**src/rtl/axi_rd_pkg.sv**
```systemverilog
// Shared definitions for the strided AXI read engine: FSM states and
// errorCode bit positions.
package axi_rd_pkg;

  typedef enum logic [1:0] {
    ST_IDLE   = 2'd0,
    ST_ISSUE  = 2'd1,
    ST_DRAIN  = 2'd2,
    ST_FINISH = 2'd3
  } rd_state_t;

  localparam int ERR_BITS       = 3;
  localparam int ERR_ID         = 0;
  localparam int ERR_EARLY_LAST = 1;
  localparam int ERR_NO_LAST    = 2;

endpackage

```
**src/rtl/axi_rd_beat_checker.sv**
```systemverilog
// R-channel monitor: tracks the beat index inside the current burst, flags
// protocol errors, and accumulates beat count and XOR checksum.
module axi_rd_beat_checker
  import axi_rd_pkg::*;
#(
  parameter int BURST_LEN_WIDTH = 8,
  parameter int TID_WIDTH       = 8,
  parameter int DATA_WIDTH      = 8,
  parameter int CNT_WIDTH       = 16
) (
  input  logic                       clk,
  input  logic                       rst,
  input  logic                       clear,
  input  logic [BURST_LEN_WIDTH-1:0] cfg_len,
  input  logic [TID_WIDTH-1:0]       cfg_id,
  input  logic                       r_valid,
  input  logic                       r_ready,
  input  logic                       r_last,
  input  logic [DATA_WIDTH-1:0]      r_data,
  input  logic [TID_WIDTH-1:0]       r_id,
  input  logic                       none_outstanding,
  output logic                       burst_close,
  output logic [ERR_BITS-1:0]        error_code,
  output logic [CNT_WIDTH-1:0]       beat_cnt,
  output logic [DATA_WIDTH-1:0]      checksum
);

  logic                       r_hs;
  logic                       beat_ok;
  logic                       at_end;
  logic [BURST_LEN_WIDTH-1:0] beat_idx;

  assign r_hs    = r_valid & r_ready;
  // A beat with nothing outstanding has no burst to belong to.
  assign beat_ok = r_hs & ~none_outstanding;
  assign at_end  = (beat_idx == cfg_len);
  assign burst_close = beat_ok & (r_last | at_end);

  always_ff @(posedge clk) begin
    if (rst || clear) begin
      beat_idx   <= '0;
      error_code <= '0;
      beat_cnt   <= '0;
      checksum   <= '0;
    end else begin
      if (r_hs && (r_id != cfg_id))
        error_code[ERR_ID] <= 1'b1;
      if (r_hs && none_outstanding)
        error_code[ERR_EARLY_LAST] <= 1'b1;
      if (beat_ok) begin
        if (beat_cnt != '1)
          beat_cnt <= beat_cnt + 1'b1;
        checksum <= checksum ^ r_data;
        if (r_last) begin
          if (!at_end)
            error_code[ERR_EARLY_LAST] <= 1'b1;
          beat_idx <= '0;
        end else if (at_end) begin
          // Missing last: close the burst anyway so the run can drain.
          error_code[ERR_NO_LAST] <= 1'b1;
          beat_idx <= '0;
        end else begin
          beat_idx <= beat_idx + 1'b1;
        end
      end
    end
  end

endmodule

```
**src/rtl/axi_stride_reader.sv**
```systemverilog
// Issues cfg_req_num AXI read bursts at base + k*stride with a bounded number
// outstanding, and checks/accumulates the returned R beats.
//
// state     | meaning
// ST_IDLE   | waiting for start
// ST_ISSUE  | issuing AR requests, R beats accepted
// ST_DRAIN  | all ARs issued, waiting for outstanding bursts to complete
// ST_FINISH | one-cycle done pulse
module axi_stride_reader
  import axi_rd_pkg::*;
#(
  parameter int ADDR_BITS            = 16,
  parameter int BURST_LEN_WIDTH      = 8,
  parameter int TID_WIDTH            = 8,
  parameter int LOG_BLOCK_DATA_BYTES = 0,
  parameter int LOG_OUT_SIZE         = 3,
  parameter int CNT_WIDTH            = 16
) (
  input  logic                                  clk,
  input  logic                                  rst,
  input  logic                                  start,
  input  logic [ADDR_BITS-1:0]                  cfg_base_addr,
  input  logic [ADDR_BITS-1:0]                  cfg_stride,
  input  logic [BURST_LEN_WIDTH-1:0]            cfg_len,
  input  logic [CNT_WIDTH-1:0]                  cfg_req_num,
  input  logic [TID_WIDTH-1:0]                  cfg_id,
  input  logic [LOG_OUT_SIZE:0]                 cfg_outstanding_limit,
  input  logic                                  r_stall,
  output logic                                  m_ar_valid,
  input  logic                                  m_ar_ready,
  output logic [ADDR_BITS-1:0]                  m_ar_addr,
  output logic [BURST_LEN_WIDTH-1:0]            m_ar_len,
  output logic [TID_WIDTH-1:0]                  m_ar_id,
  input  logic                                  m_r_valid,
  output logic                                  m_r_ready,
  input  logic                                  m_r_last,
  input  logic [(8<<LOG_BLOCK_DATA_BYTES)-1:0]  m_r_data,
  input  logic [TID_WIDTH-1:0]                  m_r_id,
  output logic                                  busy,
  output logic                                  done,
  output logic [ERR_BITS-1:0]                   errorCode,
  output logic [CNT_WIDTH-1:0]                  beatCnt,
  output logic [(8<<LOG_BLOCK_DATA_BYTES)-1:0]  dataChecksum
);

  localparam int DATA_WIDTH = 8 << LOG_BLOCK_DATA_BYTES;
  localparam int OUT_W      = LOG_OUT_SIZE + 1;

  rd_state_t state, state_nx;

  logic [ADDR_BITS-1:0] stride_q;
  logic [CNT_WIDTH-1:0] req_num_q;
  logic [OUT_W-1:0]     limit_q;
  logic [CNT_WIDTH-1:0] req_cnt;
  logic [CNT_WIDTH-1:0] req_cnt_inc;
  logic [CNT_WIDTH-1:0] issued_nx;
  logic [OUT_W-1:0]     out_cnt;
  logic [OUT_W-1:0]     out_nx;
  logic [OUT_W-1:0]     lim_eff;
  logic                 start_ok;
  logic                 ar_hs;
  logic                 burst_close;
  logic                 none_out;
  logic                 more_req;
  logic                 ar_valid_nx;

  assign start_ok    = start & (state == ST_IDLE);
  assign ar_hs       = m_ar_valid & m_ar_ready;
  assign none_out    = (out_cnt == '0);
  assign lim_eff     = (limit_q == '0) ? {{(OUT_W-1){1'b0}}, 1'b1} : limit_q;
  assign req_cnt_inc = (req_cnt == '1) ? req_cnt : req_cnt + 1'b1;
  assign issued_nx   = ar_hs ? req_cnt_inc : req_cnt;
  assign more_req    = (issued_nx < req_num_q);

  assign busy      = (state != ST_IDLE);
  assign done      = (state == ST_FINISH);
  assign m_r_ready = busy & ~r_stall;

  always_comb begin
    out_nx = out_cnt;
    if (ar_hs && !burst_close)
      out_nx = out_cnt + 1'b1;
    else if (!ar_hs && burst_close)
      out_nx = out_cnt - 1'b1;
  end

  // Valid is computed one cycle ahead from the next outstanding count, so the
  // limit holds without any combinational path from m_ar_ready.
  always_comb begin
    state_nx    = state;
    ar_valid_nx = 1'b0;
    case (state)
      ST_IDLE: begin
        if (start) begin
          state_nx    = (cfg_req_num == '0) ? ST_FINISH : ST_ISSUE;
          ar_valid_nx = (cfg_req_num != '0);
        end
      end
      ST_ISSUE: begin
        if (!more_req)
          state_nx = ST_DRAIN;
        ar_valid_nx = more_req && (out_nx < lim_eff);
      end
      ST_DRAIN: begin
        if (none_out)
          state_nx = ST_FINISH;
      end
      ST_FINISH: state_nx = ST_IDLE;
      default:   state_nx = ST_IDLE;
    endcase
  end

  // m_ar_len / m_ar_id double as the latched run configuration.
  always_ff @(posedge clk) begin
    if (rst) begin
      state      <= ST_IDLE;
      m_ar_valid <= 1'b0;
      m_ar_addr  <= '0;
      m_ar_len   <= '0;
      m_ar_id    <= '0;
      stride_q   <= '0;
      req_num_q  <= '0;
      limit_q    <= '0;
      req_cnt    <= '0;
      out_cnt    <= '0;
    end else begin
      state      <= state_nx;
      m_ar_valid <= ar_valid_nx;
      out_cnt    <= out_nx;
      if (start_ok) begin
        m_ar_addr <= cfg_base_addr;
        m_ar_len  <= cfg_len;
        m_ar_id   <= cfg_id;
        stride_q  <= cfg_stride;
        req_num_q <= cfg_req_num;
        limit_q   <= cfg_outstanding_limit;
        req_cnt   <= '0;
      end else if (ar_hs) begin
        m_ar_addr <= m_ar_addr + stride_q;
        req_cnt   <= req_cnt_inc;
      end
    end
  end

  axi_rd_beat_checker #(
    .BURST_LEN_WIDTH (BURST_LEN_WIDTH),
    .TID_WIDTH       (TID_WIDTH),
    .DATA_WIDTH      (DATA_WIDTH),
    .CNT_WIDTH       (CNT_WIDTH)
  ) u_beat_checker (
    .clk              (clk),
    .rst              (rst),
    .clear            (start_ok),
    .cfg_len          (m_ar_len),
    .cfg_id           (m_ar_id),
    .r_valid          (m_r_valid),
    .r_ready          (m_r_ready),
    .r_last           (m_r_last),
    .r_data           (m_r_data),
    .r_id             (m_r_id),
    .none_outstanding (none_out),
    .burst_close      (burst_close),
    .error_code       (errorCode),
    .beat_cnt         (beatCnt),
    .checksum         (dataChecksum)
  );

endmodule

```
**config.mk**
```make
export PLATFORM = sky130hd
export DESIGN_NAME = axi_stride_reader
export DESIGN_NICKNAME = d
export VERILOG_FILES = /design/src/rtl/axi_rd_pkg.sv /design/src/rtl/axi_rd_beat_checker.sv /design/src/rtl/axi_stride_reader.sv
export SDC_FILE = /design/constraint.sdc
export NUM_CORES = 1
export LEC_CHECK = 0
export ABC_AREA = 1
export CAP_MARGIN = 25
export CELL_PAD_IN_SITES_DETAIL_PLACEMENT = 0
export CELL_PAD_IN_SITES_GLOBAL_PLACEMENT = 1
export CORE_MARGIN = 1
export CORE_UTILIZATION = 46
export CTS_CLUSTER_SIZE = 12
export DETAILED_ROUTE_END_ITERATION = 6
export DONT_BUFFER_PORTS = 1
export PLACE_DENSITY_LB_ADDON = 0.15
export SYNTH_ARGS = -nofsm -noshare
export SYNTH_HDL_FRONTEND = slang
export SYNTH_SLANG_ARGS = --single-unit
export TNS_END_PERCENT = 5
```
**constraint.sdc**
```tcl
create_clock -name clk -period 3.06 [get_ports clk]
set_input_delay 0.612 -clock clk [delete_from_list [all_inputs] [get_ports clk]]
set_output_delay 0.612 -clock clk [all_outputs]
set_load 0.05 [all_outputs]
```
==> results.py, run 1 <==
metrics = {
    "placed_design": {
        "pre_cts_ws_ns": 0.01220,
        "placed_area_um2": 7152,
        "numPortBuffers": 0,
        "dp.cells": 1114,
        "dp.final_hpwl_mm": 12.17,
        "gp_congestion": 0.8251,
    },
    "critical_path": {
        "rr_endpoint": "state[1]",
        "timing_worst_setup_path_type": "reg -> reg",
        "endpoint": "state[1]",
        "reg2regPathDepth": 21,
        "worst-path-stages": 21,
        "crit_required_ns": 3.38,
        "reg2reg_slack_ns": 0.11,
        "endpoint_kind": "register",
        "cp.arrival_ns": 3.27,
        "worst-path-buf-inv": 2,
        "r2r-start": "req_cnt[0]",
        "path_cells": "ha_4 > nand3_2 > nor2_2 > nand2_2 > nand2_4 > nor2_4 > inv_2 > nor3_4 > nand4_2 > or2_1 > xor2_2 > inv_2 > ha_4 > a21oi_2 > nand2_1 > a31oi_1 > nand2_2 > nand2_2 > nand2_1 > nand2_1 > nor2_1",
        "crit_family": "simple AND/OR/NAND/NOR gates",
        "critPathLaunch": "req_cnt[0]",
        "slowest_stage": "dfxtp_4",
        "cp_max_fo": 7,
        "crit_path_max_incr_delay_ns": 0.36,
        "cp-start-kind": "register",
    },
    "synthesis": {
        "ys.flop_type": "dfxtp_1",
        "yosys_warnings": 0,
        "synth_edf_count": 0,
        "synth_seq_cells": 126,
        "seq_area_frac_synth_pct": 37.58,
        "synth.net_count": 1054,
        "syn-cell-area_um2": 6711,
        "synth_top_family_by_area": "simple AND/OR/NAND/NOR gates",
        "yosys.area_share.simple_pct": 23.21,
        "syn_avg_cell_area_um2": 7.295,
        "synth_xor_area_share_pct": 4.306,
        "ys_types": 47,
        "async_flop_share_pct": 0,
        "synth_mux_area_share_pct": 0.3169,
        "synth_fa_ha_area_share_pct": 8.128,
        "syn-instance-count": 920,
        "synth_compound_area_share_pct": 17.77,
    },
    "power_and_ir_drop": {
        "irDropWorstVdd_v": 0.0004570,
        "power_leakage_uw": 0.003635,
        "p_switching_uw": 2731,
        "pwr-share-comb_pct": 37.0,
        "p_total_uw": 6801,
        "clkPwrFrac_pct": 30.0,
        "p_sw_share_pct": 40.15,
        "power_density_nw_per_um2": 860.1,
        "pwr-share-seq_pct": 33.0,
        "power.internal_uw": 4070,
    },
    "cells_and_area": {
        "diodes": 0,
        "drive_gt1_share_pct": 14.64,
        "final_cells": 1150,
        "areaGrowthSynthToFinish_pct": 17.82,
        "nets": 1091,
        "fin_area_um2": 7908,
        "n_fill_cell": 1328,
    },
    "cts": {
        "ctsRootBufferMaster": "clkbuf_16",
        "htreeDepth": 4,
        "clk_pin_slew_worst_paths_ns": 0.05,
        "ctsHoldBuffers": 0,
        "clockBufferDepth": 2,
        "cts_tree": "yes",
        "cts_buffers": 17,
        "clk_latency_ns": 0.43,
        "clock_sinks": 126,
    },
    "route": {
        "totalWireLength_mm": 16.27,
        "drt_iter0_markers": 181,
        "antenna_left": 0,
        "vias_per_cell": 5.149,
        "num_vias": 5921,
        "drc_errors": 0,
        "wl_per_cell_um": 14.15,
        "first_pass_iters": 4,
    },
    "die": {
        "start_util_pct": 47.79,
        "die_h_um": 122.8,
        "pin_count": 154,
        "fp-row-count": 43,
        "fp.dieW_um": 122.8,
        "core-area_um2": 14040,
        "die_area_um2": 15080,
    },
    "sta": {
        "rsz0062_at_grt": "yes",
        "setup_viol": 0,
        "worst_pin_slew_ns": 0.6684,
        "maxSlewViolCount": 0,
        "min_period_ns": 2.947,
        "worst_slack_ns": 0.1134,
        "final_hold_viol_count": 0,
        "finalCritPeriodShare_pct": 96.29,
        "finalClockSkew_ns": 0.01240,
        "max_freq_mhz": 339.4,
        "slew_headroom_pct": 55.03,
    },
    "worst_hold_path": {
        "holdCritStartpoint": "rst",
        "hold_depth": 1,
        "hold_path.class": "in -> reg",
    },
    "global_routing": {
        "grt_max_degree": 75,
        "overflow": 0,
        "grt_pass1_vias": 5597,
        "antenna_found_initial": 0,
        "grt_usage_pct": 22.33,
        "grt_pass1_wl_mm": 25.75,
    },
    "outcome": {
        "outcome": "finished, final reports clean",
    },
    "run": {
        "maxCapViolations": 0,
    },
}
-- how the worst min path moves through the flow --
stage | end | slack [ns]
after floorplan | limit_q[0] | 0.43
after global placement | req_num_q[3] | 0.45
after detailed placement | req_num_q[2] | 0.45
after CTS | out_cnt[0] | 0.24
after global routing | out_cnt[0] | 0.24
final | out_cnt[0] | 0.25
-- state kept, by name, summed over array words and instances (netlist names) --
register	cells
limit_q	4
m_ar_addr	16
m_ar_id	8
m_ar_len	8
m_ar_valid	1
out_cnt	4
req_cnt	16
req_num_q	16
state	2
stride_q	16
u_beat_checker.beat_cnt	16
u_beat_checker.beat_idx	8
u_beat_checker.checksum	8
u_beat_checker.error_code	3
-- routing by layer --
layer | vias to the layer above | part of all wire, % | track usage, %
met4 | 0 | 1.4 | 8.232
met1 | 2666 | 45 | 25.81
met2 | 153 | 47 | 38.13
li1 | 3081 | - | -
met3 | 21 | 7.1 | 7.388
met5 | - | 0 | 0
-- cell usage after synthesis (2+ instances only) --
cell type / instances / area, um^2
nand2_1: 127 / 476.7
dfxtp_1: 126 / 2522
inv_1: 120 / 450.4
nor2_1: 117 / 439.2
o21ai_0: 94 / 470.5
a21oi_1: 90 / 450.4
ha_1: 42 / 525.5
clkbuf_1: 28 / 105.1
nand3_1: 26 / 130.1
xor2_1: 22 / 192.7
nor3_1: 16 / 80.08
or2_2: 12 / 75.07
xnor2_1: 11 / 96.34
nand2_2: 7 / 43.79
nand4_1: 7 / 43.79
a31oi_1: 6 / 37.54
inv_2: 6 / 22.52
nor4_1: 6 / 37.54
o21bai_1: 6 / 45.04
a211oi_1: 5 / 37.54
nand2_4: 4 / 45.04
o211ai_1: 4 / 30.03
a21o_1: 3 / 22.52
nor3b_1: 3 / 22.52
o21a_1: 3 / 22.52
and2_1: 2 / 12.51
nor2_2: 2 / 12.51
nor2_8: 2 / 40.04
nor3_2: 2 / 20.02
nor3_4: 2 / 32.53
o221ai_1: 2 / 17.52
o31ai_1: 2 / 15.01
-- layout by cell type (no fill, tap or decap), types with 5 or more instances in the layout --
cell type,n
a21oi_1,89
a31oi_1,6
buf_4,47
clkbuf_16,17
clkinv_2,5
dfxtp_1,122
ha_1,39
inv_1,119
inv_2,7
nand2_1,122
nand2_2,12
nand3_1,24
nand4_1,7
nor2_1,115
nor3_1,15
nor4_1,5
o21ai_0,94
o21bai_1,6
or2_2,12
xnor2_1,11
xor2_1,20
-- worst reg2reg max path: stages (launching register included) --
cell	delay, ns
dfxtp_4	0.36
ha_4	0.16
nand3_2	0.08
nor2_2	0.05
nand2_2	0.09
nand2_4	0.09
nor2_4	0.13
inv_2	0.07
nor3_4	0.20
nand4_2	0.14
or2_1	0.27
xor2_2	0.18
inv_2	0.07
ha_4	0.25
a21oi_2	0.12
nand2_1	0.06
a31oi_1	0.17
nand2_2	0.12
nand2_2	0.08
nand2_1	0.05
nand2_1	0.05
nor2_1	0.04
-- what timing repair did --
action,CTS,global route
gates resized for setup,0,27
buffers inserted,1,3
pin swaps,0,19
endpoints found under the setup margin,2,3
-- per-stage QoR --
stage	util (%)	hold WS, ns	setup TNS (ns)
floorplan	-	0.4295	0
global placement	50.93	0.4525	0
detailed placement	50.93	0.4547	0
CTS	55.26	0.2380	0
global route	56.31	0.2414	-0.3971
finish	56.31	0.2502	0
-- power groups by stage --
stage / registers [uW] / clock network, uW / logic [uW]
4_1_cts: 2240 / 2090 / 2500
3_3_place_gp: 2270 / 0 / 2430
6_report: 2250 / 2040 / 2520
2_1_floorplan: 2590 / 0 / 1530
5_1_grt: 2280 / 2160 / 2830
3_5_place_dp: 2280 / 0 / 2490
-- layout make-up --
type	instances	area (um^2)	share of cell area, %
flip-flops and latches	126	2530	31.99
clock inverters	11	140.1	1.772
inverters	126	473.0	5.981
well taps	180	225.2	2.848
repair buffers	47	352.8	4.462
clock buffers	21	460.4	5.823
multi-input cells	639	3726	47.12
-- logic make-up after synthesis --
family / after synthesis
xor gates and xnor gates: 33
buffers and inverters: 155
and+or+nand+nor: 340
adders and majority gates: 43
DFF: 126
muxes: 2
AOI/OAI and AO/OA: 221
Note: power is estimated with default switching activity, not from simulation.
==> run 2: changes to the inputs <==
Settings changed: RECOVER_POWER set to 100, SKIP_LAST_GASP set to 1.
==> run 2 against run 1 <==
Effect of this change: critical path depth did not move; power fell by 1.3%; register-to-register slack barely moved; final cell count did not move; sequential cell count did not move; worst hold slack improved by 0.0061 ns; largest cell class unchanged; highest routed layer unchanged.
==> results.py, run 2 (same netlist as run 1, synthesis figures left out) <==
metrics = {
    "outcome": {
        "outcome": "finished, final reports clean",
    },
    "critical_path": {
        "slowest_stage": "dfxtp_4",
        "cp_max_fo": 7,
        "crit_required_ns": 3.37,
        "r2r-start": "req_cnt[0]",
        "cp-start-kind": "register",
        "cp.arrival_ns": 3.26,
        "timing_worst_setup_path_type": "reg -> reg",
        "rr_endpoint": "state[1]",
        "reg2reg_slack_ns": 0.12,
        "endpoint_kind": "register",
        "path_cells": "ha_4 > nand3_2 > nor2_1 > nand2_2 > nand2_4 > nor2_4 > inv_2 > nor3_4 > nand4_2 > or2_1 > xor2_2 > inv_2 > ha_4 > a21oi_2 > nand2_1 > a31oi_1 > nand2_2 > nand2_2 > nand2_1 > nand2_1 > nor2_1",
        "reg2regPathDepth": 21,
        "crit_path_max_incr_delay_ns": 0.35,
    },
    "global_routing": {
        "grt_pass1_wl_mm": 25.75,
        "grt_usage_pct": 22.33,
        "antenna_found_initial": 0,
        "grt_max_degree": 75,
        "overflow": 0,
        "grt_pass1_vias": 5597,
    },
    "die": {
        "fp.dieW_um": 122.8,
        "start_util_pct": 47.79,
        "core-area_um2": 14040,
        "die_area_um2": 15080,
        "pin_count": 154,
        "die_h_um": 122.8,
        "fp-row-count": 43,
    },
    "cts": {
        "cts_tree": "yes",
        "ctsRootBufferMaster": "clkbuf_16",
        "clk_latency_ns": 0.42,
        "ctsHoldBuffers": 0,
        "clockBufferDepth": 2,
        "clk_pin_slew_worst_paths_ns": 0.05,
        "cts_buffers": 17,
        "clock_sinks": 126,
        "htreeDepth": 4,
    },
    "cells_and_area": {
        "drive_gt1_share_pct": 11.03,
        "finalCoreUtilization_pct": 55.38,
        "layout_common_cells": "nand2_1, dfxtp_1, inv_1",
        "nets": 1091,
        "n_fill_cell": 1352,
        "diodes": 0,
        "areaGrowthSynthToFinish_pct": 15.87,
    },
    "route": {
        "drt_iter0_markers": 191,
        "vias_per_cell": 5.138,
        "totalWireLength_mm": 16.28,
        "wl_per_cell_um": 14.15,
        "num_vias": 5909,
        "antenna_left": 0,
        "drc_errors": 0,
        "first_pass_iters": 5,
    },
    "sta": {
        "worst_pin_slew_ns": 1.246,
        "finalCritPeriodShare_pct": 96.16,
        "final_hold_viol_count": 0,
        "max_freq_mhz": 339.9,
        "maxSlewViolCount": 0,
        "setup_viol": 0,
        "min_period_ns": 2.942,
        "finalClockSkew_ns": 0.008252,
        "worst_slack_ns": 0.1176,
        "rsz0062_at_grt": "yes",
        "slew_headroom_pct": 16.91,
    },
    "power_and_ir_drop": {
        "power_density_nw_per_um2": 862.8,
        "irDropWorstVdd_v": 0.0004572,
        "power_leakage_uw": 0.003498,
    },
    "worst_hold_path": {
        "holdCritStartpoint": "rst",
        "hold_depth": 1,
        "holdPathEnd": "out_cnt[0]",
        "hold_path.class": "in -> reg",
    },
    "placed_design": {
        "dp.final_hpwl_mm": 12.17,
        "numPortBuffers": 0,
        "gp_congestion": 0.8251,
        "pre_cts_ws_ns": 0.01220,
    },
    "run": {
        "maxCapViolations": 0,
    },
}
## run 2: cell types whose count changed in the layout (fill, tap and decap cells not counted), sizes merged
cell / delta
buf: -34
clkbuf: +34
## run 2: metal layers
metal	global-route usage (%)	up-vias	wire (um)
met5	0	-	0
met4	8.232	0	210
met3	7.388	18	1137
met2	38.13	157	7657
met1	25.81	2648	7272
li1	-	3086	-
## run 2: metrics by stage
| stage | instance area [um^2] | cells | hold WS [ns] | total power (uW) | setup TNS, ns |
|---|---|---|---|---|---|
| CTS | 7760 | 1147 | 0.2380 | 6828 | 0 |
| finish | 7776 | 1150 | 0.2564 | 6709 | 0 |
| global route | 7776 | 1150 | 0.2414 | 7178 | -0.8455 |
| detailed placement | 7152 | 1114 | 0.4547 | 4763 | 0 |
| global placement | 7152 | 1114 | 0.4525 | 4693 | 0 |
| floorplan | 6711 | 920 | 0.4295 | 4130 | 0 |
## run 2: report_power, final
part           internal [uW]  switching [uW]
sequential              1930             308
combinational            730            1700
clock                   1320             719
total                   3980            2730
## run 2: worst max-delay path: cells and delay by family, from the launching register on
kind | cells | cell delay [ns]
AND/OR/NAND/NOR | 14 | 1.44
adder cells (fa/ha/maj) | 2 | 0.41
AO/OA/AOI/OAI | 2 | 0.29
XOR/XNOR | 1 | 0.18
flip-flops | 1 | 0.35
buffers and inverters | 2 | 0.14
## run 2: layout make-up
type                            instances  area (um^2)  share of cell area [%]
Timing Repair Buffer                   47        224.0                   2.880
Clock inverter                         11        140.1                   1.802
Tap cell                              180        225.2                   2.896
Multi-Input combinational cell        639         3724                   47.88
Clock buffer                           21        460.4                   5.921
Inverter                              126        473.0                   6.082
Sequential cell                       126         2530                   32.53
## run 2: worst max-delay path by stage
stage / from / end / slack (ns) / cells after the start
floorplan: m_ar_valid / state[1] / 0.11 / 19
global placement: m_ar_ready / state[1] / 0.1 / 20
detailed placement: m_ar_ready / state[1] / 0.01 / 20
CTS: req_cnt[0] / state[1] / 0.006 / 21
global route: req_cnt[0] / m_ar_valid / -0.15 / 21
finish: req_cnt[0] / state[1] / 0.12 / 21
## run 2: timing repair
item / 4_1_cts / 5_1_grt
buffers inserted: 1 / 3
setup endpoints to repair: 2 / 3
pin swaps: 0 / 19
gates resized for setup: 0 / 26
==> run 3: changes to the inputs <==
Settings changed: CTS_CLUSTER_SIZE 12 to 30, SLEW_MARGIN set to 10.
==> results of run 3 <==
No change in the layout: final DEF, timing and power equal those of run 2.
